File: config.mk
export PLATFORM = sky130hd
export DESIGN_NAME = alu_op_issuer
export DESIGN_NICKNAME = d
export VERILOG_FILES = /design/src/rtl/alu_op_issuer.sv
export SDC_FILE = /design/constraint.sdc
export NUM_CORES = 1
export LEC_CHECK = 0
export BUFFER_PORTS_ARGS = -buffer_cell sky130_fd_sc_hd__buf_2
export CORE_MARGIN = 3
export CORE_UTILIZATION = 52
export DETAILED_ROUTE_END_ITERATION = 8
export PLACE_DENSITY = 0.73
export SLEW_MARGIN = 20
export SYNTH_ARGS = -nofsm -noshare
export SYNTH_HDL_FRONTEND = slang
export SYNTH_SLANG_ARGS = --single-unit
export TNS_END_PERCENT = 20
File: constraint.sdc
create_clock -name clk -period 6 [get_ports clk]
set_clock_uncertainty 0.15 [all_clocks]
set_input_delay 1.2 -clock clk [delete_from_list [all_inputs] [get_ports clk]]
set_output_delay 1.2 -clock clk [all_outputs]
set_load 0.05 [all_outputs]
File: src/rtl/alu_op_issuer.sv
// alu_op_issuer: buffers ALU commands in a FIFO, issues them to an external ALU,
// returns tagged result/zero/err. Optional perf counters: ALU_ISSUER_PERF_EN.
//
// Ports:
//   clk, reset (sync, active high)
//   cmd_valid/cmd_ready, cmd_a, cmd_b, cmd_op, cmd_tag  : command input
//   alu_a, alu_b, alu_control -> ALU ; alu_result, alu_zero <- ALU
//   rsp_valid/rsp_ready, rsp_data, rsp_zero, rsp_tag, rsp_err : response
//   count (FIFO occupancy), busy
//   perf_ops, perf_err (only with ALU_ISSUER_PERF_EN)
module alu_op_issuer #(
    parameter int DEPTH = 4,
    parameter int TAG_W = 4
) (
    input  logic                   clk,
    input  logic                   reset,
    input  logic                   cmd_valid,
    output logic                   cmd_ready,
    input  logic [31:0]            cmd_a,
    input  logic [31:0]            cmd_b,
    input  logic [3:0]             cmd_op,
    input  logic [TAG_W-1:0]       cmd_tag,
    output logic [31:0]            alu_a,
    output logic [31:0]            alu_b,
    output logic [3:0]             alu_control,
    input  logic [31:0]            alu_result,
    input  logic                   alu_zero,
    output logic                   rsp_valid,
    input  logic                   rsp_ready,
    output logic [31:0]            rsp_data,
    output logic                   rsp_zero,
    output logic [TAG_W-1:0]       rsp_tag,
    output logic                   rsp_err,
    output logic [$clog2(DEPTH):0] count,
    output logic                   busy
`ifdef ALU_ISSUER_PERF_EN
    ,
    output logic [31:0]            perf_ops,
    output logic [31:0]            perf_err
`endif
);

    localparam int AW = $clog2(DEPTH);
    localparam int CW = AW + 1;
    localparam int EW = 32 + 32 + 4 + TAG_W;

    typedef enum logic [1:0] {
        S_IDLE,
        S_ISSUE,
        S_RESP
    } state_t;

    state_t           r_state;
    logic [EW-1:0]    r_mem [DEPTH];
    logic [AW-1:0]    r_wptr;
    logic [AW-1:0]    r_rptr;
    logic [CW-1:0]    r_count;
    logic [TAG_W-1:0] r_iss_tag;

    logic          w_push;
    logic          w_pop;
    logic          w_hs;
    logic          w_legal;
    logic [EW-1:0] w_head;

    function automatic logic op_legal(input logic [3:0] op);
        case (op)
            4'b0000, 4'b0001, 4'b0010, 4'b0110, 4'b0111,
            4'b1000, 4'b1001, 4'b1010, 4'b1011, 4'b1100:
                op_legal = 1'b1;
            default:
                op_legal = 1'b0;
        endcase
    endfunction

    assign cmd_ready = (r_count != CW'(DEPTH));
    assign count     = r_count;
    assign busy      = (r_state != S_IDLE) || (r_count != '0);

    assign w_push  = cmd_valid && cmd_ready;
    assign w_hs    = rsp_valid && rsp_ready;
    assign w_head  = r_mem[r_rptr];
    assign w_legal = op_legal(alu_control);

    // Pop only from IDLE, or from RESP in the cycle the response is taken.
    assign w_pop = (r_count != '0) &&
                   ((r_state == S_IDLE) || ((r_state == S_RESP) && w_hs));

    // Storage needs no reset; occupancy is tracked by pointers and count.
    always_ff @(posedge clk) begin
        if (w_push) begin
            r_mem[r_wptr] <= {cmd_a, cmd_b, cmd_op, cmd_tag};
        end
    end

    always_ff @(posedge clk) begin
        if (reset) begin
            r_wptr  <= '0;
            r_rptr  <= '0;
            r_count <= '0;
        end else begin
            if (w_push) begin
                r_wptr <= r_wptr + AW'(1);
            end
            if (w_pop) begin
                r_rptr <= r_rptr + AW'(1);
            end
            unique case ({w_push, w_pop})
                2'b10:   r_count <= r_count + CW'(1);
                2'b01:   r_count <= r_count - CW'(1);
                default: r_count <= r_count;
            endcase
        end
    end

    // alu_* double as the issue registers and keep their value outside ISSUE.
    always_ff @(posedge clk) begin
        if (reset) begin
            r_state     <= S_IDLE;
            alu_a       <= '0;
            alu_b       <= '0;
            alu_control <= '0;
            r_iss_tag   <= '0;
            rsp_valid   <= 1'b0;
            rsp_data    <= '0;
            rsp_zero    <= 1'b0;
            rsp_tag     <= '0;
            rsp_err     <= 1'b0;
        end else begin
            unique case (r_state)
                S_IDLE: begin
                    if (w_pop) begin
                        {alu_a, alu_b, alu_control, r_iss_tag} <= w_head;
                        r_state <= S_ISSUE;
                    end
                end
                S_ISSUE: begin
                    rsp_valid <= 1'b1;
                    rsp_tag   <= r_iss_tag;
                    if (w_legal) begin
                        rsp_data <= alu_result;
                        rsp_zero <= alu_zero;
                        rsp_err  <= 1'b0;
                    end else begin
                        rsp_data <= '0;
                        rsp_zero <= 1'b0;
                        rsp_err  <= 1'b1;
                    end
                    r_state <= S_RESP;
                end
                S_RESP: begin
                    if (w_hs) begin
                        rsp_valid <= 1'b0;
                        if (w_pop) begin
                            {alu_a, alu_b, alu_control, r_iss_tag} <= w_head;
                            r_state <= S_ISSUE;
                        end else begin
                            r_state <= S_IDLE;
                        end
                    end
                end
                default: begin
                    r_state <= S_IDLE;
                end
            endcase
        end
    end

`ifdef ALU_ISSUER_PERF_EN
    always_ff @(posedge clk) begin
        if (reset) begin
            perf_ops <= '0;
            perf_err <= '0;
        end else if (w_hs) begin
            perf_ops <= perf_ops + 32'd1;
            if (rsp_err) begin
                perf_err <= perf_err + 32'd1;
            end
        end
    end
`endif

endmodule

* Word-level counts from Yosys, hierarchy flattened
Memory sizes are Yosys's and may differ from the RTL's. A register that Yosys moved wholly into a read port is not among the register bits.
Index checks and enable logic that the tools add are counted.
** Storage, ports and cells
- Bits in registers :: 120
- RAM bits :: 288
- Bits in read-only memories :: 16
- Bits of input ports :: 109
- Logic and storage cells :: 69
- Memories :: 2
** Memory list
- r_mem :: depth 4, bits a word 72, rd ports 1, clocked after memory_dff 1, write ports 1, line 54 : logic [EW-1:0] r_mem [DEPTH];
- (name not given) :: depth 16, bits a word 1, rd ports 1, clocked after memory_dff 1, write ports 0, line 67 : case (op)
** Cells by class
- Add/subtract/negate cells :: 4
- Equal/unequal tests :: 7
- Mux-type cells :: 28
- Reductions and logical operators :: 15
** Operators with widths (number)
- $mux 32 :: 5
- $pmux 32 s2 :: 2
- $mux 4 :: 6
- $pmux 4 s2 :: 2
- $mux 2 :: 4
- $reduce_bool 2->1 :: 4
- $mux 1 :: 6
- $pmux 2 s3 :: 1
- $pmux 3 s2 :: 1
- $reduce_and 2->1 :: 3
- $add 2x1->2 const B :: 2
- $eq 2x1->1 const B :: 2
- $eq 2x2->1 const B :: 2
- $logic_and 1x1->1 :: 4
- $ne 2x2->1 const B :: 2
- $add 3x1->3 const B :: 1
- $ne 3x3->1 const B :: 1
- $reduce_bool 3->1 :: 1
- $sub 3x1->3 const B :: 1
- $logic_not 2->1 :: 1
- $logic_or 1x1->1 :: 2
- $pmux 1 s2 :: 1

* Depth between registers and ports, before layout
Gate-level depths: netlist of the first run.
- Word-level depth :: 9
- Mapped depth :: 11
- Gate-level depth less buffers :: 10

* Least setup slack after synthesis of the first run
OpenSTA, ideal clock, no wires.
- Kind :: flip-flop to flip-flop
- Start point :: reg r_count[1], in the netlist count[1]
- End point :: mem r_mem[0][0] in the netlist's numbering, enable pin
- Library setup time :: 0.439 ns
- Arrival :: 3.151 ns
- Data required time :: 5.411 ns
- Path slack :: 2.260 ns
- Stages on the path, launching flop included :: 4
- Buffers on the path :: 0
- Cell sequence :: dfxtp_1 inv_1 nand3_1 and3_1
** On the way
- Longest elaborated chain between the ends :: 4
** Ends and longest elaborated chain
- from (decl) :: line 57 : logic [CW-1:0] r_count;
- from (signal assigned) :: line 109 : 2'b10: r_count <= r_count + CW'(1);
- from (signal assigned) :: line 110 : 2'b01: r_count <= r_count - CW'(1);
- from (signal assigned) :: line 111 : default: r_count <= r_count;
- $ne 3x3->1 :: line 76 : assign cmd_ready = (r_count != CW'(DEPTH));
- net cmd_ready :: line 18 : output logic cmd_ready,
- $logic_and 1x1->1 :: line 80 : assign w_push = cmd_valid && cmd_ready;
- $mux 1 :: line 91 : if (w_push) begin
- $mux 1 (not written as such) :: line 92 : r_mem[r_wptr] <= {cmd_a, cmd_b, cmd_op, cmd_tag};
- to (decl) :: line 54
The timed path passes the listed nets, and every way through them passes these cells.

* Worst setup path after layout of the first run
- Start point :: reg r_count[0], in the netlist count[0]
- End point :: out busy
** On the way
- Longest elaborated chain between the ends :: 2
** Ends and longest elaborated chain
- $reduce_bool 3->1 :: line 78 : assign busy = (r_state != S_IDLE) || (r_count != '0);
- $logic_or 1x1->1 :: line 78
- to (decl) :: line 35 : output logic busy
Every way passes these cells.

==> impl_metrics.json, run 1 <==
{
  "finalHoldViolations": 0,
  "whs_path_depth": 2,
  "fin_nets": 1265,
  "design.core.area_um2": 27900,
  "drc_errors": 0,
  "die_w_um": 175,
  "start_util": 0.531,
  "r2r-end": "alu_a[13]",
  "cts_hold_buf": 0,
  "synth.area.top_cells": "edfxtp_1, dfxtp_1, mux4_2, nand2_1, a21oi_1",
  "setup.worst_path.class": "reg2out",
  "post_cts_buffers": 0,
  "detail-route-antenna-nets": 0,
  "fmax_mhz": 305,
  "critPathSlowestCell": "or3_1",
  "endpoint_kind": "output port",
  "crit_family": "simple AND/OR/NAND/NOR gates",
  "power_density_nw_per_um2": 531,
  "yosysMostFrequentCell": "edfxtp_1",
  "slew_headroom": 0.400,
  "synth_edf_count": 288,
  "r2r_slack_ps": 3310,
  "grt_antenna_before_repair": 7,
  "cts_buffers": 42,
  "post-route-period-util": 0.547,
  "hold_end": "rsp_data[20]",
  "grt_max_degree": 79,
  "viasPerCell": 5.39,
  "drive_gt1_frac": 0.320,
  "insertion_delay_ps": 530,
  "synthArstFlopShare": 0,
  "overflow": 0,
  "die_h_um": 175,
  "crit_fanout": 5,
  "io_buffers": 220,
  "worstHoldStart": "rsp_data[20]",
  "cellLeakagePower_nw": 6.37,
  "postSynthAreaPerCell_um2": 15.9,
  "grt_setup_unrepaired": "false",
  "io_pins": 221,
  "rows": 61,
  "grt_pass1_wl_mm": 47.0,
  "cts.htree.levels": 2,
  "post_cts_resized": 0,
  "worstMarginPinSlew_ps": 900,
  "setup_viol": 0,
  "status": "finished clean",
  "area_growth_pct": 19.6,
  "yosys.area.top_type": "edfxtp_1",
  "start_kind": "register",
  "grt_usage": 0.196,
  "setup_slack_ps": 2720,
  "cts_buffer_depth": 3,
  "yosysSeqAreaShare": 0.749,
  "cpPeakStageDelay_ps": 500,
  "dr_total_vias": 8427,
  "dieArea_um2": 30600,
  "instances_no_fill": 1563,
  "clk_pin_slew_ps": 60,
  "critPathArrivalTime_ps": 1930,
  "ys_top_cells_by_count": "edfxtp_1, nand2_1, dfxtp_1, a21oi_1, mux4_2",
  "wl_per_cell_um": 19.2,
  "ir_worst_vdd_mv": 0.303,
  "nFillCells": 2059,
  "cts_root_buffer": "clkbuf_16",
  "syn_nets": 1048,
  "finalCriticalPeriod_ps": 3280,
  "r2r_cells": 4,
  "cp_num_buf_inv": 1,
  "ys_types": 34,
  "whs_ps": 295,
  "final.setup.tns_ps": 0,
  "dp_hpwl_mm": 17.8,
  "slew_viol_final": 0,
  "path_cells": "or3_1, or3_1, buf_2",
  "synthFlopType": "edfxtp_1",
  "grt_pass1_vias": 8543,
  "hold_path_class": "reg2reg",
  "utilization": 0.635,
  "cap_violations": 0,
  "synth_warnings": 0,
  "drt_iter0_drc": 495,
  "routed_wl_mm": 29.9,
  "syn_area_um2": 14800,
  "ys_seq_elements": 411,
  "netlist.area_leader.share": 0.583,
  "postSynthCellCount": 933,
  "numClockSinks": 411,
  "crit_required_ps": 4650,
  "preCtsSetupSlack_ps": 2770,
  "dp.cells": 1484,
  "first_pass_iters": 5,
  "routabilityCongestion": 0.752,
  "crit_top_cell": "or3_1",
  "tritoncts": "yes"
}
[per-layer routing]
layer	global-route usage	share of wire
met5	0	0.0022
met4	0.0595	0.023
met3	0.0458	0.068
met2	0.333	0.50
met1	0.255	0.41
[final cells by class]
cell class / instances / area, um2 / share of cell area
diodes: 2 / 5.00 / 0.000282
repair buffers: 231 / 1190 / 0.0669
well taps: 378 / 473 / 0.0267
clock inverters: 13 / 211 / 0.0119
multi-input cells: 453 / 3450 / 0.194
flip-flops and latches: 411 / 11100 / 0.627
clock buffers: 64 / 1240 / 0.0702
inverters: 11 / 41.3 / 0.00233
[sequential cells by signal, summed over array words and instances (netlist names), 3 cells and up, named ones only]
register	flops
r_iss_tag	4
count	3
alu_a	32
rsp_data	32
alu_control	4
rsp_tag	4
alu_b	32
r_mem	288
[power breakdown]
group | leakage, nW | internal, mW | switching (mW) | total (mW)
clock | 0.709 | 1.65 | 1.01 | 2.66
sequential | 3.65 | 3.56 | 0.288 | 3.85
combinational | 2.01 | 0.827 | 2.08 | 2.91
[metrics by stage]
stage | power [mW] | area [um2]
floorplan | 6.09 | 14800
global placement | 6.79 | 16300
detailed placement | 6.85 | 16300
CTS | 9.54 | 17700
global route | 9.90 | 17700
finish | 9.42 | 17700
[tightest hold or removal path, cell delays in order, from the launching register on]
cell	delay [ps]
dfxtp_1	300
nand2_1	50
a21oi_1	50
[cell families after synthesis]
group                      synth area share
muxes                                 0.110
and+or+nand+nor                      0.0679
DFF                                   0.749
AOI/OAI and AO/OA                    0.0440
buffers and inverters                0.0202
adders and majority gates           0.00557
xor gates and xnor gates            0.00295
[cell usage in the layout (no fill, tap or decap), types with 3 or more instances in the layout]
cell type and instances:
nand3_1 35, mux4_2 72, clkbuf_16 43, inv_1 9
xor2_1 3, and3_4 4, buf_4 12, edfxtp_1 288
dfxtp_1 120, or3_1 3, nand2_1 181, a21oi_1 111
nand4_1 3, clkbuf_8 9, a211oi_1 3, bufinv_16 5
o31ai_1 3, ha_1 5, clkbuf_1 12, buf_2 219
nor2_1 11
[how the worst max path moves through the flow]
stage,from,depth (start not counted),end,slack [ps]
2_1_floorplan,count[1],3,r_mem[0][0],2260
3_5_place_dp,rsp_ready,8,w_legal,2770
4_1_cts,count[0],3,busy,2690
6_report,count[0],3,busy,2720
3_3_place_gp,rsp_ready,8,w_legal,2800
5_1_grt,count[0],3,busy,2630
No activity file was read; power rests on OpenSTA's default activity.
==> run 2: changes to the inputs <==
==> constraint.sdc (replaced) <==
create_clock -name clk -period 3.2 [get_ports clk]
set_clock_uncertainty 0.15 [all_clocks]
set_input_delay 0.64 -clock clk [delete_from_list [all_inputs] [get_ports clk]]
set_output_delay 0.64 -clock clk [all_outputs]
set_load 0.05 [all_outputs]
==> impl_metrics.json, run 2 (synthesis results as in run 1) <==
{
  "insertion_delay_ps": 520,
  "setup.worst_path.class": "reg2out",
  "post_cts_buffers": 0,
  "endpoint_kind": "output port",
  "grt_antenna_before_repair": 5,
  "drive_gt1_frac": 0.329,
  "start_kind": "register",
  "nFillCells": 2018,
  "numClockSinks": 411,
  "cts_root_buffer": "clkbuf_16",
  "critPathArrivalTime_ps": 1970,
  "io_pins": 221,
  "cts_buffer_depth": 3,
  "fin_nets": 1272,
  "design.core.area_um2": 27900,
  "ir_worst_vdd_mv": 0.624,
  "dieArea_um2": 30600,
  "utilization": 0.641,
  "routed_wl_mm": 30.1,
  "layout_commonest_cell": "edfxtp_1",
  "grt_pass1_wl_mm": 46.9,
  "fmax_mhz": 363,
  "placed_cell_area_um2": 16400,
  "detail-route-antenna-nets": 0,
  "routabilityCongestion": 0.748,
  "slew_viol_final": 0,
  "design_area_um2": 17900,
  "slew_headroom": 0.384,
  "tritoncts": "yes",
  "hold_path_class": "in2reg",
  "clk_pin_slew_ps": 60,
  "instances_no_fill": 1569,
  "cellLeakagePower_nw": 6.46,
  "grt_max_degree": 82,
  "grt_setup_unrepaired": "false",
  "final_cell_mix": "edfxtp_1, buf_2, nand2_1",
  "crit_fanout": 5,
  "largest_register_ffs": 288,
  "dr_total_vias": 8454,
  "die_h_um": 175,
  "viasPerCell": 5.39,
  "crit_required_ps": 2410,
  "setup_viol": 0,
  "cts.htree.levels": 2,
  "post-route-period-util": 0.862,
  "grt_usage": 0.196,
  "io_buffers": 220,
  "start_util": 0.531,
  "drc_errors": 0,
  "dp_hpwl_mm": 18.0,
  "first_pass_iters": 5,
  "top_register": "r_mem",
  "power_density_nw_per_um2": 1000,
  "overflow": 0,
  "dp.cells": 1492,
  "rows": 61,
  "finalHoldViolations": 0,
  "cap_violations": 0,
  "worstMarginPinSlew_ps": 924,
  "cts_hold_buf": 0,
  "finalCriticalPeriod_ps": 2760,
  "cts_buffers": 41,
  "die_w_um": 175,
  "status": "finished clean",
  "drt_iter0_drc": 543,
  "grt_pass1_vias": 8566,
  "area_growth_pct": 20.7,
  "wl_per_cell_um": 19.2,
  "post_cts_resized": 0
}
[run 2: cell types whose count changed in the layout (fill, tap and decap cells not counted), sizes merged]
cell	previous run	this run
inv	14	13
clkbuf	64	51
buf	231	239
clkinv	4	12
bufinv	5	9
[run 2: routing by layer]
layer,vias up,GRT usage,share of wire
li1,3940,-,-
met1,4163,0.251,0.40
met2,286,0.334,0.50
met3,59,0.0441,0.071
met4,6,0.0668,0.027
met5,-,0,0.0015
[run 2: through the flow]
step	setup TNS, ps	power, mW	worst slack, ps	hold slack (ps)
floorplan	-116530	11.4	-540	282
global placement	0	12.8	715	285
detailed placement	0	12.9	608	292
CTS	0	18.1	406	151
global route	0	18.8	385	161
finish	0	18.0	443	176
[run 2: layout make-up]
type                            count  area (um2)  area share
Timing Repair Buffer              239        1320      0.0738
Antenna cell                        2        5.00    0.000280
Sequential cell                   411       11100       0.621
Inverter                           11        41.3     0.00231
Clock inverter                     24         352      0.0196
Clock buffer                       51        1150      0.0640
Multi-Input combinational cell    453        3450       0.193
Tap cell                          378         473      0.0264
[run 2: critical path: stages (launching register included)]
cell and delay (ps):
dfxtp_1 350, or3_1 510, or3_1 360, buf_2 230
[run 2: worst paths after layout]
path / slack [ps] / depth (start not counted) / from / endpoint
hold / removal: 180 / 1 / cmd_a[18] / r_mem[1][58]
setup reg to reg: 770 / 10 / count[0] / count[2]
hold reg to reg: 300 / 2 / rsp_data[25] / rsp_data[25]
setup / recovery: 440 / 3 / count[0] / busy
[run 2: power breakdown]
part | switching [mW] | total (mW) | internal, mW
Sequential | 0.487 | 7.15 | 6.66
Clock | 1.92 | 5.19 | 3.27
Combinational | 4.01 | 5.61 | 1.60
